$ cat src/rtl/irrigation_pkg.sv
// Shared types and defaults for the irrigation valve sequencer.
// A state encoding of zero is IDLE so that a cleared register is a safe valve-off state.
package irrigation_pkg;

   localparam int DEF_TICK_DIV = 50_000_000;
   localparam int DEF_RUN_SEC  = 10;
   localparam int DEF_COOL_SEC = 5;
   localparam int REM_W        = 8;

   typedef enum logic [2:0] {
      ST_IDLE     = 3'd0,
      ST_SPRINKLE = 3'd1,
      ST_DRIP     = 3'd2,
      ST_COOLDOWN = 3'd3,
      ST_FAULT    = 3'd4
   } state_t;

   typedef logic [REM_W-1:0] rem_t;

endpackage

$ cat src/rtl/irrigation_scheduler_tick_prescaler.sv
// Free-running divider giving a one-cycle tick every TICK_DIV cycles.
// clr restarts the count so a tick lands exactly TICK_DIV cycles after it.
module tick_prescaler
   import irrigation_pkg::*;
#(
   parameter int TICK_DIV = DEF_TICK_DIV
) (
   input  logic clk,
   input  logic rst,
   input  logic clr,
   output logic tick
);

   localparam int CW = $clog2(TICK_DIV);
   localparam logic [CW-1:0] LAST = CW'(TICK_DIV - 1);

   logic [CW-1:0] cnt;

   always_ff @(posedge clk) begin
      if (rst || clr) begin
         cnt <= '0;
      end else if (cnt == LAST) begin
         cnt <= '0;
      end else begin
         cnt <= cnt + CW'(1);
      end
   end

   assign tick = (cnt == LAST);

endmodule

$ cat src/rtl/irrigation_scheduler.sv
// Timed valve sequencer: bounded sprinkler/drip run, mandatory cooldown, fault lockout.
// All outputs are registered and change on the edge that moves the FSM.
module irrigation_scheduler
   import irrigation_pkg::*;
#(
   parameter int TICK_DIV = DEF_TICK_DIV,
   parameter int RUN_SEC  = DEF_RUN_SEC,
   parameter int COOL_SEC = DEF_COOL_SEC
) (
   input  logic             clk,
   input  logic             rst,
   input  logic             sprinkler_req,
   input  logic             drip_req,
   input  logic             erro,
   input  logic             alarme,
   output logic             sprinkler_on,
   output logic             drip_on,
   output logic             busy,
   output logic             fault,
   output logic             done,
   output logic [REM_W-1:0] remaining
);

   state_t state;
   state_t state_nxt;

   logic tick;
   logic flt;
   logic run_st;
   logic active_req;
   logic last_tick;
   logic phase_change;

   logic sprinkler_d;
   logic drip_d;
   logic busy_d;
   logic fault_d;
   logic done_d;
   rem_t rem_d;

   assign flt          = erro | alarme;
   assign run_st       = (state == ST_SPRINKLE) || (state == ST_DRIP);
   assign active_req   = (state == ST_SPRINKLE) ? sprinkler_req : drip_req;
   assign last_tick    = tick && (remaining == rem_t'(1));
   assign phase_change = (state_nxt != state);

   // Every state entry restarts the second count so each phase lasts whole ticks.
   tick_prescaler #(
      .TICK_DIV (TICK_DIV)
   ) u_prescaler (
      .clk  (clk),
      .rst  (rst),
      .clr  (phase_change),
      .tick (tick)
   );

   always_ff @(posedge clk) begin
      if (rst) begin
         state <= ST_IDLE;
      end else begin
         state <= state_nxt;
      end
   end

   always_comb begin
      state_nxt = state;
      case (state)
         ST_IDLE: begin
            if (flt) begin
               state_nxt = ST_FAULT;
            end else if (sprinkler_req) begin
               state_nxt = ST_SPRINKLE;
            end else if (drip_req) begin
               state_nxt = ST_DRIP;
            end
         end
         ST_SPRINKLE, ST_DRIP: begin
            if (flt) begin
               state_nxt = ST_FAULT;
            end else if (!active_req || last_tick) begin
               state_nxt = ST_COOLDOWN;
            end
         end
         ST_COOLDOWN: begin
            if (flt) begin
               state_nxt = ST_FAULT;
            end else if (last_tick) begin
               state_nxt = ST_IDLE;
            end
         end
         ST_FAULT: begin
            if (!flt) begin
               state_nxt = ST_COOLDOWN;
            end
         end
         default: state_nxt = ST_IDLE;
      endcase
   end

   always_comb begin
      sprinkler_d = (state_nxt == ST_SPRINKLE);
      drip_d      = (state_nxt == ST_DRIP);
      busy_d      = (state_nxt != ST_IDLE);
      fault_d     = (state_nxt == ST_FAULT);
      done_d      = run_st && !flt && active_req && last_tick;
      rem_d       = remaining;
      if (phase_change) begin
         case (state_nxt)
            ST_SPRINKLE, ST_DRIP: rem_d = rem_t'(RUN_SEC);
            ST_COOLDOWN:          rem_d = rem_t'(COOL_SEC);
            default:              rem_d = '0;
         endcase
      end else if ((run_st || (state == ST_COOLDOWN)) && tick) begin
         rem_d = remaining - rem_t'(1);
      end
   end

   always_ff @(posedge clk) begin
      if (rst) begin
         sprinkler_on <= 1'b0;
         drip_on      <= 1'b0;
         busy         <= 1'b0;
         fault        <= 1'b0;
         done         <= 1'b0;
         remaining    <= '0;
      end else begin
         sprinkler_on <= sprinkler_d;
         drip_on      <= drip_d;
         busy         <= busy_d;
         fault        <= fault_d;
         done         <= done_d;
         remaining    <= rem_d;
      end
   end

endmodule

$ cat config.mk
export PLATFORM = sky130hd
export DESIGN_NAME = irrigation_scheduler
export DESIGN_NICKNAME = d
export VERILOG_FILES = /design/src/rtl/irrigation_pkg.sv /design/src/rtl/irrigation_scheduler_tick_prescaler.sv /design/src/rtl/irrigation_scheduler.sv
export SDC_FILE = /design/constraint.sdc
export NUM_CORES = 1
export LEC_CHECK = 0
export ABC_AREA = 1
export CAP_MARGIN = 15
export CELL_PAD_IN_SITES_DETAIL_PLACEMENT = 0
export CELL_PAD_IN_SITES_GLOBAL_PLACEMENT = 1
export CORE_MARGIN = 2
export CORE_UTILIZATION = 47
export CTS_BUF_LIST = sky130_fd_sc_hd__clkbuf_4 sky130_fd_sc_hd__clkbuf_8
export CTS_CLUSTER_DIAMETER = 40
export DETAILED_ROUTE_END_ITERATION = 16
export PLACE_DENSITY = 0.92
export SYNTH_ARGS = -nofsm -noshare
export SYNTH_HDL_FRONTEND = slang
export SYNTH_SLANG_ARGS = --single-unit
$ cat constraint.sdc
create_clock -name clk -period 5.5 [get_ports clk]
set_input_delay 1.1 -clock clk [delete_from_list [all_inputs] [get_ports clk]]
set_output_delay 1.1 -clock clk [all_outputs]
set_load 0.02 [all_outputs]
Word-level counts from Yosys, hierarchy flattened --
Cells that the tools add are included.
Storage, ports and cells: logic and storage cells 52, input bits 6, register bits 42
Operators by class: add/subtract/negate cells 2, bitwise gates (word level) 1, equal/unequal tests 11, mux-type cells 13, reduce and logical (&&, ||, !) cells 17
Operators with widths (number):
- adder 26 x 1 -> 26 bit (second input constant) | 1
- == test 26 bit (second input constant) | 1
- two-way mux 3 bit | 8
- two-way mux 8 bit | 2
- == test 3 x 2 -> 1 bit (second input constant) | 4
- case mux 3 bit (4 select lines) | 1
- == test 8 x 1 -> 1 bit (second input constant) | 1
- case mux 4 bit (2 select lines) | 1
- subtractor 8 x 1 -> 8 bit (second input constant) | 1
- == test 3 x 1 -> 1 bit (second input constant) | 2
- == test 3 bit (second input constant) | 2
- OR reduction 2 bit | 3
- logical AND 1 bit | 5
- logical OR 1 bit | 4
- logical NOT 3 bit | 1
- inequality test 3 bit | 1
- nonzero test 3 bit | 1
- logical NOT 1 bit | 2
- nonzero test 2 bit | 1
- two-way mux 1 bit | 1
- OR 1 bit | 1

Logic depth before layout (Yosys ltp) --
word-level depth 11, gate-level depth with buffers 17

Modules after synthesis --
From an unflattened synthesis, not the netlist that was laid out.
Unflattened totals: cell total of the unflattened synthesis 365, area total of the unflattened synthesis 2453.6 um2
By module, submodules not included:
- tick_prescaler | times used 1, area an instance 1453.9 um2, seq. area each 520.5 um2, cells an instance 220
- irrigation_scheduler | times used 1, area an instance 999.7 um2, seq. area each 320.3 um2, cells an instance 145

Worst setup path before layout --
Ideal clock, no wire load.
path type input to register, start input alarme, end register remaining[1], setup slack 3.133 ns, path buffers 0, stages 12, arrival 2.255 ns, library setup time 0.111 ns, path through nor2_1 > nand3_1 > inv_1 > nand2_1 > nand2_1 > nand2_1 > nand2_2 > nand3_1 > nand2_1 > nand2_1 > nor2_1 > nor2_1
On the way: longest elaborated chain between the ends 7
RTL lines:
- from (decl) | RTL line irrigation_scheduler.sv:15 | input logic alarme,
- OR 1 bit (*) | RTL line irrigation_scheduler.sv:41 | assign flt = erro | alarme;
- two-way mux 3 bit (on tied branches)
- case mux 3 bit (4 select lines) (*) | RTL line irrigation_scheduler.sv:67 | case (state)
- == test 3 x 1 -> 1 bit or == test 3 x 2 -> 1 bit (tied branches) | RTL line irrigation_scheduler.sv:108 | case (state_nxt)
- OR reduction 2 bit | RTL line irrigation_scheduler.sv:108
- case mux 4 bit (2 select lines) | RTL line irrigation_scheduler.sv:108
- two-way mux 8 bit | RTL line irrigation_scheduler.sv:107 | if (phase_change) begin
- to (signal assigned) | RTL line irrigation_scheduler.sv:132 | remaining <= rem_d;
- to (decl) | RTL line irrigation_scheduler.sv:21 | output logic [REM_W-1:0] remaining
Every way passes the cells marked *; elsewhere a longest branch is shown, timed or not. A chain may end at the register's enable or synchronous reset.

Worst setup path after layout --
start input alarme, end register u_prescaler.cnt[2]
On the way: longest elaborated chain between the ends 6
RTL lines:
- OR 1 bit (*) | RTL line irrigation_scheduler.sv:41
- two-way mux 3 bit (on tied branches)
- case mux 3 bit (4 select lines) (*) | RTL line irrigation_scheduler.sv:67
- inequality test 3 bit (*) | RTL line irrigation_scheduler.sv:45 | assign phase_change = (state_nxt != state);
- logical OR 1 bit (*) | RTL line irrigation_scheduler_tick_prescaler.sv:20 | if (rst || clr) begin
- OR reduction 2 bit (no source line) (*)
- to (signal assigned) | RTL line irrigation_scheduler_tick_prescaler.sv:25 | cnt <= cnt + CW'(1);
- to (decl) | RTL line irrigation_scheduler_tick_prescaler.sv:17 | logic [CW-1:0] cnt;
Marks and branches as above.

==> summary.md <==
| Metric | Value |
|---|---|
| Area growth, synth to finish | 14.1% |
| Synth Instances | 315 |
| Pint | 0.465 mW |
| Worst setup SP type | primary input |
| Slew @ Worst Pin | 558 ps |
| Status | finished, final reports clean |
| Clock share of power | 0.324 |
| Async set-or-reset flop fraction in the synthesized netlist | 0 |
| Post-layout util | 0.551 |
| Final hold viol count | 0 |
| Antenna cells | 0 |
| PnR Total Power | ~0.65 mW |
| Register area share after synthesis | 0.374 |
| CTS tree | built |
| Largest net degree at the start of global routing | 27 |
| FF+latch count, synth | 42 |
| Clock Path Buffers | 2 |
| CP Capture Type | register |
| Via density | slightly above 5 |
| Clock Pin Slew Worst Setup and Hold Paths | 80 ps |
| DR WL/cell | 11.4 um |
| Synth cell types | 33 |
| Clk_lat worst skew | around 300 ps |
| Core footprint | 4660 sq um |
| DPL Wire Length | 3310 um |
| Clock sink count | 42 |
| Slew Limit Headroom | 0.625 |
| Layout net count | 346 |
| Crit Path Max Fanout | 26 |
| Die Height | 73.2 um |
| Skew final | 6.63 ps |
| Die Footprint | ~5400 sq um |
| Iter 0 DRT Violations | 106 |
| Ys flop type | dfxtp_1 |
| Top-count cell post-synth | nor2_1 |
| Fmax | roughly 0.34 GHz |
| Initial antenna violation count | 0 |
| Initial Util | 0.483 |
| Critical Path AT | 3140 ps |
| Gate power share | 0.180 |
| CTS Buf Count | 5 |
| Cell accounting for the most synthesized area | dfxtp_1 |
| Final setup violation count | 0 |
| Crit path kind | primary input to register |
| Power per cell area | 253 nW/um^2 |
| Commonest cells post-synth | nor2_1, nand2_1, dfxtp_1, inv_1, nand3_1 |
| Cell Rows | 25 |
| Syn Nets | 324 |
| Post-CTS sizing | 0 |
| Count of buffers from port buffering | 18 |
| Number of global-route vias before repair | 1798 |
| Die Span X | around 73 um |
| Reg power frac | 0.496 |
| Final RePlAce weighted congestion | 0.835 |
| Netlist Area Pre-Place | 2250 sq um |
| Synth area leaders | dfxtp_1, nor2_1, nand2_1 |
| RSZ-0062 raised after global routing | false |
| Sw Share | 0.284 |
| Minimum clock period | 2930 ps |
| Via count | 1977 |
| Pins Over Slew Limit | 0 |
| Post-CTS Setup Inserts | 0 |
| CTS H-tree depth | 2 |
| Top cell type's share of synthesized area | 0.374 |
| Max cap viols | 0 |
| Worst ir drop on vdd | 115 uV |
| DRC viols | 0 |
| NetSw | 0.185 mW |
| Pleak | 0.904 nW |
| Warnings from Yosys | 0 |
| GRT Util Overall | 0.187 |
| Post-synth EDFFs | 0 |
| I/O pin cnt | 19 |
| Syn_area_per_cell | 7.14 sq um |
| First-pass GRT wire length | 7870 um |
| # hold bufs at CTS | 0 |
| Antenna-violating nets left | 0 |
| Worst path required time | 5710 ps |
| Hold WC Path Type | register to register |
| Fin crit share | 0.533 |
| Post-Route WL | 4470 um |
| Clock root cell | clkbuf_8 |
| Setup TNS | 0 ps |
| GR Overflow Total | 0 |
| Fraction of layout cells with a size suffix above 1 | 0.127 |
| Initial DRT Pass Iterations | 5 |
[power by group through the flow]
stage               Clock (mW)  Combinational [mW]  Sequential [mW]
finish                   0.211               0.117            0.322
global route             0.229               0.134            0.324
CTS                      0.218               0.118            0.322
detailed placement           0               0.116            0.329
global placement             0               0.116            0.329
floorplan                    0              0.0779            0.337
[cell type report]
type                            instances  area (sq um)
Fill cell                             464          2090
Multi-Input combinational cell        230          1230
Sequential cell                        42           841
Timing Repair Buffer                   18           180
Inverter                               40           151
Clock buffer                            7          90.1
Tap cell                               54          67.6
Clock inverter                          1          5.00
[state kept, by name, summed over array words and instances, names as in the netlist]
register / count
u_prescaler.cnt: 26
remaining: 8
state: 3
busy: 1
done: 1
drip_on: 1
fault: 1
sprinkler_on: 1
[cells by family after synthesis]
family | synth area share
AOI/OAI and AO/OA | 0.0567
xor gates and xnor gates | 0.0740
adders and majority gates | 0.0167
buffers and inverters | 0.0790
DFF | 0.374
and+or+nand+nor | 0.400
[cell usage in the layout (no fill, tap or decap), drive strengths merged]
cell,n
xnor2,10
inv,39
clkinv,2
o311ai,1
nor3,13
a31oi,1
nand4,15
and3,1
nor2,71
a21oi,12
ha,3
o22ai,1
nand2,61
nor4,1
clkbuf,7
nand3,22
dfxtp,42
o21ai,4
o31ai,1
clkdlybuf4s50,18
xor2,9
or2,4
[final timing paths]
check                      from            endpoint  slack [ps]  cells past startpoint
max reg2reg  u_prescaler.cnt[0]  u_prescaler.cnt[2]        3040                     15
max                      alarme  u_prescaler.cnt[2]        2570                     10
min reg2reg  u_prescaler.cnt[0]  u_prescaler.cnt[0]         450                      1
min          u_prescaler.cnt[0]  u_prescaler.cnt[0]         450                      1
[layer usage]
| metal | share of wire | vias up | global-route usage |
|---|---|---|---|
| met5 | 0 | - | 0 |
| met4 | 0.018 | 0 | 0.0741 |
| met3 | 0.044 | 9 | 0.0428 |
| met2 | 0.43 | 38 | 0.278 |
| met1 | 0.51 | 878 | 0.261 |
| li1 | - | 1052 | - |
[worst max-delay path: stages]
cell,delay [ps]
clkdlybuf4s50_1,420
nor2_1,230
nand3_1,110
inv_1,110
nand2_2,80
nand2_4,90
nor2_1,70
nor2_4,240
nand4_4,420
nor3_1,270
[per-stage QoR]
step | setup WS (ps) | std cells | area, sq um | hold WS, ps
finish | 2570 | 392 | 2570 | 450
global route | 2340 | 392 | 2570 | 459
CTS | 2560 | 392 | 2570 | 452
detailed placement | 2260 | 384 | 2470 | 439
global placement | 2310 | 384 | 2470 | 429
floorplan | 3130 | 315 | 2250 | 411
(Power assumes the default switching activity.)
